===== src/rtl/imm_enc_pkg.sv =====
// Shared opcodes, classes and FSM states for the constant-load encoder.
// Optional word counter is enabled by IMM_ENC_CNT_EN (see imm_enc).
package imm_enc_pkg;

  localparam logic [5:0] OP_ADDIU = 6'b001001;
  localparam logic [5:0] OP_ORI   = 6'b001101;
  localparam logic [5:0] OP_LUI   = 6'b001111;

  typedef enum logic [1:0] {SEXT, ZEXT, HIGH, FULL} imm_cls_e;
  typedef enum logic [1:0] {IDLE, EMIT1, EMIT2} state_e;

  // Pending second-word data for a FULL sequence
  typedef struct packed {
    logic [4:0]  rt;
    logic [15:0] lo;
  } imm_pend_t;

  function automatic logic [31:0] mk_word(input logic [5:0] op, input logic [4:0] rs,
                                          input logic [4:0] rt, input logic [15:0] imm);
    return {op, rs, rt, imm};
  endfunction

endpackage


===== src/rtl/imm_fit_classify.sv =====
// Decides which single I-type instruction (if any) can materialise a 32-bit constant.
module imm_fit_classify
  import imm_enc_pkg::*;
(
  input  logic [31:0] value,
  output imm_cls_e    cls
);

  // Priority order matters: 0 must resolve to addiu, 0x8000 to ori
  always_comb begin
    cls = FULL;
    if (value[31:16] == {16{value[15]}}) cls = SEXT;
    else if (value[31:16] == 16'h0)      cls = ZEXT;
    else if (value[15:0] == 16'h0)       cls = HIGH;
  end

endmodule


===== src/rtl/imm_enc.sv =====
// Constant-load encoder: emits addiu / ori / lui / lui+ori for a 32-bit value.
// Define IMM_ENC_CNT_EN to add the word_cnt output (accepted output words, wraps).
module imm_enc
  import imm_enc_pkg::*;
#(
  parameter logic [4:0] BASE_REG = 5'd0
) (
  input  logic        clk,
  input  logic        reset,
  input  logic        in_valid,
  output logic        in_ready,
  input  logic [31:0] in_value,
  input  logic [4:0]  in_rt,
  output logic        out_valid,
  input  logic        out_ready,
  output logic [31:0] out_instr,
`ifdef IMM_ENC_CNT_EN
  output logic [15:0] word_cnt,
`endif
  output logic        out_last
);

  state_e    state_q, state_d;
  imm_cls_e  cls;
  imm_pend_t pend_q;
  logic [31:0] first_word;
  logic        xfer;

  imm_fit_classify u_cls (
    .value (in_value),
    .cls   (cls)
  );

  always_comb begin
    case (cls)
      SEXT:    first_word = mk_word(OP_ADDIU, BASE_REG, in_rt, in_value[15:0]);
      ZEXT:    first_word = mk_word(OP_ORI,   BASE_REG, in_rt, in_value[15:0]);
      default: first_word = mk_word(OP_LUI,   5'd0,     in_rt, in_value[31:16]);
    endcase
  end

  assign in_ready  = (state_q == IDLE);
  assign out_valid = (state_q != IDLE);
  assign xfer      = out_valid && out_ready;

  always_ff @(posedge clk or negedge reset) begin
    if (!reset) state_q <= IDLE;
    else        state_q <= state_d;
  end

  always_comb begin
    state_d = state_q;
    case (state_q)
      IDLE:    if (in_valid)  state_d = EMIT1;
      EMIT1:   if (out_ready) state_d = out_last ? IDLE : EMIT2;
      EMIT2:   if (out_ready) state_d = IDLE;
      default: state_d = IDLE;
    endcase
  end

  // Output word/last are registered so they hold steady through any stall
  always_ff @(posedge clk or negedge reset) begin
    if (!reset) begin
      out_instr <= '0;
      out_last  <= 1'b0;
      pend_q    <= '0;
    end else if (state_q == IDLE && in_valid) begin
      out_instr <= first_word;
      out_last  <= (cls != FULL);
      pend_q    <= '{rt: in_rt, lo: in_value[15:0]};
    end else if (state_q == EMIT1 && out_ready && !out_last) begin
      out_instr <= mk_word(OP_ORI, pend_q.rt, pend_q.rt, pend_q.lo);
      out_last  <= 1'b1;
    end else if (xfer && out_last) begin
      out_instr <= '0;
      out_last  <= 1'b0;
    end
  end

`ifdef IMM_ENC_CNT_EN
  always_ff @(posedge clk or negedge reset) begin
    if (!reset)    word_cnt <= '0;
    else if (xfer) word_cnt <= word_cnt + 16'd1;
  end
`endif

endmodule


===== config.mk =====
export PLATFORM = sky130hd
export DESIGN_NAME = imm_enc
export DESIGN_NICKNAME = d
export VERILOG_FILES = /design/src/rtl/imm_enc_pkg.sv /design/src/rtl/imm_fit_classify.sv /design/src/rtl/imm_enc.sv
export SDC_FILE = /design/constraint.sdc
export NUM_CORES = 1
export LEC_CHECK = 0
export ABC_CLOCK_PERIOD_IN_PS = 1550
export BUFFER_PORTS_ARGS = -buffer_cell sky130_fd_sc_hd__buf_2
export CAP_MARGIN = 10
export CORE_MARGIN = 5
export CORE_UTILIZATION = 46
export DETAILED_ROUTE_END_ITERATION = 10
export PLACE_DENSITY = 0.86
export SYNTH_ARGS = -nofsm -noshare
export SYNTH_HDL_FRONTEND = slang
export SYNTH_HIERARCHICAL = 1
export SYNTH_SLANG_ARGS = --single-unit

===== constraint.sdc =====
create_clock -name clk -period 1.55 [get_ports clk]
set_clock_uncertainty 0.15 [all_clocks]
set_input_delay 0.155 -clock clk [delete_from_list [all_inputs] [get_ports clk]]
set_output_delay 0.155 -clock clk [all_outputs]
set_load 0.1 [all_outputs]

After elaboration in Yosys (flattened, before gate mapping)
Cells that the tools add are included.

storage, ports and cells
  register bits after elaboration = 56
  word-level logic and storage cells = 41

cells by class
  reductions and logical operators = 13
  equality and inequality tests = 8
  muxes and demuxes = 15

operator list
  operator                                                          number
  32-bit two-way mux                                                3
  29-bit case mux with 2 select lines                               1
  16-bit logical NOT                                                2
  16-bit == test                                                    1
  2-bit two-way mux                                                 6
  2-bit inequality test (second input constant)                     4
  2-bit case mux with 3 select lines                                1
  1-bit logical AND                                                 5
  2-bit by 1-bit == test with 1-bit output (second input constant)  2
  2-bit logical NOT                                                 2
  1-bit two-way mux                                                 4
  3-bit AND reduction                                               1
  3-bit nonzero test                                                1
  2-bit == test (second input constant)                             1
  2-bit nonzero test                                                1
  1-bit logical NOT                                                 1

Logic depth before layout (Yosys ltp)
  word-level depth = 7
  depth in mapped cells = 9

By module
Netlist, hierarchy kept.

by module, submodules not included
  module            area each (um^2)  instances  cells an instance
  imm_enc           2338.5            1          210
  imm_fit_classify  148.9             1          19

Least setup slack after synthesis
OpenSTA, ideal clock, no wires.

  path type = flip-flop to flip-flop
  from = register state_q[0]
  to = register out_instr[26]
  buffers on the path = 1
  arrival time = 3.098 ns
  path slack = -1.793 ns
  data required time = 1.305 ns
  setup time = 0.095 ns
  cell stages (with the launch flop) = 5
  cells stage by stage = dfrtp_1 -> buf_2 -> nor2_1 -> inv_1 -> a31oi_1

between the ends
  elaborated cells on any way between the ends = 11
  those cells by class = eq/ne: 1; mux: 2; reduce/logical: 8

RTL lines
  element                                                             line           RTL
  start: declaration                                                  imm_enc.sv:23  state_e state_q, state_d;
  start signal: assignment                                            imm_enc.sv:48  else state_q <= state_d;
  2-bit logical NOT *                                                 -
  net in_ready                                                        imm_enc.sv:11  output logic in_ready,
  1-bit logical AND *                                                 imm_enc.sv:67  end else if (state_q == IDLE && in_valid) begin
  3-bit nonzero test (no line) or 32-bit two-way mux (tied branches)  -
  end signal: assignment                                              imm_enc.sv:68  out_instr <= first_word;
  end signal: assignment                                              imm_enc.sv:72  out_instr <= mk_word(OP_ORI, pend_q.rt, pend_q.rt, pend_q.lo);
  end: declaration                                                    imm_enc.sv:16  output logic [31:0] out_instr,

Mark *: on every way through the listed nets, which the timed path passes. The rest lies on a longest branch.
A chain may end at the register's enable or synchronous reset.

Final worst setup path
  from = register state_q[1]
  to = output out_valid

between the ends
  word-level cells in the longest chain between the ends = 1

ends and longest elaborated chain
  element             line           RTL
  2-bit nonzero test  imm_enc.sv:43  assign out_valid = (state_q != IDLE);
  end: declaration    imm_enc.sv:14  output logic out_valid,

No other way between the ends.

==> metrics.md <==
| Metric | Value |
|---|---|
| CP cell instances | buf_6 -> buf_12 -> nor2_4 -> inv_2 -> buf_12 |
| Min Tclk post-route | 1708 ps |
| Cell count after synthesis | 229 |
| Skew-Pair Late Insertion Delay | 310 ps |
| Total number of vias | 2,487 |
| Endpoints failing setup | 52 |
| Reported max-cap violation count | 0 |
| Slowest CP cell | dfrtp_1 |
| Critical Path AT | 1400 ps |
| Seq cells post-synth | 53 |
| Top cell type's share of synthesized area | 53.32% |
| HP Class | input port to flip-flop |
| Initial antenna violation count | 0 |
| Status | finished, violations left |
| Final ANT Viol Nets | 0 |
| ANT cells | 0 |
| Critical-path maximum fanout | 4 |
| Crit path top cell by count | buf_12 |
| Ys flop type | dfrtp_1 |
| Area post-placement | 3132 um^2 |
| Syn Area/Cell | 10.86 um^2 |
| Crit path required time | 1240 ps |
| Largest area contributor in the netlist | dfrtp_1 |
| Die Wd | 83.54 um |
| Synth-to-layout area growth | 48.99% |
| CP endpoint kind | output port |
| RSZ-0062 raised after global routing | true |
| Max Freq | 585.5 MHz |
| Final hold violation count | 1 |
| Pre-CTS WS | -327.4 ps |
| Hold_ws | -7.701 ps |
| Leading cell type in the layout, fill and taps excluded | buf_2 |
| Clock transition at path regs | 100 ps |
| Buf/Inv on CP | 4 |
| Simple logic cell fraction of the synthesized area | 19.87% |
| Via density | 5.824 |
| Max H-tree Level | 2 |
| Overall Global Routing Usage | 21.84% |
| Largest net degree at the start of global routing | 54 |
| Delay-heaviest family, CP | buffers and inverters |
| First-pass GRT wire length | 12,290 um |
| Number of top-level pins | 76 |
| Register area share after synthesis | 53.32% |
| CTS tree | built |
| Critical path class | flip-flop to output port |
| Commonest cells after routing, fill and taps aside | buf_2, dfrtp_1, nand2_1 |
| WL per Instance | 19.34 um |
| Die area | 6978 um^2 |
| Number of clock sinks | 53 |
| Post-Synth Adder-Cell Area | 0% |
| Remaining global-route overflow | 0 |
| CTS buffer count | 5 |
| Warnings from Yosys | 6 |
| Top cells by area, synth | dfrtp_1, a221o_1, nand2_1 |
| Nets | 397 |
| Residual DRC | 0 |
| Post-synth design cell area | 2487 um^2 |
| DP HPWL | 4681 um |
| Largest family of logic cells by synthesized area | simple AND/OR/NAND/NOR gates |
| Post-synthesis compound-gate area fraction | 15.09% |
| Post-Route WL | 8259 um |
| Failing checks | negative hold slack, negative setup slack |
| Core area | 5172 um^2 |
| Post-synth EDFFs | 0 |
| Share of cells above drive strength 1 | 47.90% |
| Initial DRC count | 214 |
| Worst setup margin | -158.0 ps |
| TritonRoute pass-1 iters | 5 |
| Starting density of the core | 48.09% |
| Fin. max-slew vios | 0 |
| Fin area | 3706 um^2 |
| CTS Root Cell | clkbuf_8 |
| Util after Layout | 71.65% |
| Post-synth cell types | 36 |
| Mux cell area share after synthesis | 6.891% |
| Row Count | 26 |
| Crit-path max cell delay | 420 ps |
| Final RePlAce weighted congestion | 0.8198 |
| Clk buf depth | 2 |
| Crit share post-route | 110.2% |
| Vias in the first global route | 2,403 |
| Asr flop ratio synth | 100.0% |
| Buffers added on ports | 73 |
| Die Y | 83.54 um |
| Synth Area in XOR/XNOR | 0% |
| Setup crit start kind | flip-flop |
[metrics by stage]
| step | TNS (ps) | cells | hold WS, ps |
|---|---|---|---|
| 2_1_floorplan | -4389 | 230 | -290.6 |
| 3_3_place_gp | -8706 | 385 | 17.64 |
| 3_5_place_dp | -9174 | 385 | 16.33 |
| 4_1_cts | -1403 | 417 | 0.07741 |
| 5_1_grt | -5937 | 427 | 3.249 |
| 6_report | -4460 | 427 | -7.701 |
[cell type report]
cell class	count	area [um^2]
inverter	1	3.754
clock inverter	2	13.76
timing repair buffer	135	1033
tap	70	87.58
sequential	53	1330
multi-input combinational	160	1155
clock buffer	6	82.58
fill	358	1466
[flip-flops by register name, indices dropped and copies added, names as in the netlist]
name and count:
out_instr 29, pend_q 21, out_last 1, state_q 2
[worst reg2reg max path: stages (launching register included)]
cell and delay [ps]:
dfrtp_1 420, buf_6 150, nor3b_4 200, buf_6 160
a21oi_4 50, buf_12 160, a221o_1 300
[kinds of logic after synthesis]
logic type,Yosys count
mux,17
buf+inv,18
other cells,1
flops,53
simple gates,99
compound gates,41
[per-layer routing]
metal	global-route usage [%]	vias to the layer above	wire length (um)
met5	0	-	0
met4	6.579	0	182
met3	5.331	23	762
met2	36.37	151	4031
met1	28.19	1238	3283
li1	-	1075	-
[synthesized netlist by cell type (all sizes together), types with 2 or more instances]
cell type,n
dfrtp,53
nand2,49
a221o,21
nor2,19
buf,16
mux2i,16
nor4,8
a22o,6
and2,6
a21o,5
a21oi,4
nand4,4
nand2b,3
and4,2
nor3b,2
or2,2
[worst paths after layout]
kind | from | to | slack (ps) | cells after the start
setup / recovery | state_q[1]$_DFFE_PN0P_ | out_valid | -160 | 5
hold / removal | in_rt[4] | pend_q[20]$_DFFE_PN0N_ | -8 | 3
setup reg to reg | state_q[1]$_DFFE_PN0P_ | out_instr[15]$_DFFE_PN0P_ | -140 | 6
hold reg to reg | pend_q[8]$_DFFE_PN0N_ | pend_q[8]$_DFFE_PN0N_ | 340 | 2
max in group asynchronous | reset | out_last$_DFFE_PN0P_ | 800 | 3
min in group asynchronous | reset | pend_q[7]$_DFFE_PN0N_ | 210 | 3
[what timing repair did]
action / 4_1_cts / 5_1_grt
resized for setup: 16 / 28
hold buffers: 9 / 1
buffers inserted: 13 / 7
hold endpoints to repair: 61 / 1
pin swaps: 7 / 10
setup endpoints to repair: 51 / 52
gates cloned: 2 / 2
Power is left out: the tool's default activity adds up to more than one toggle a clock period on the data nets, which glitch-free logic cannot reach.
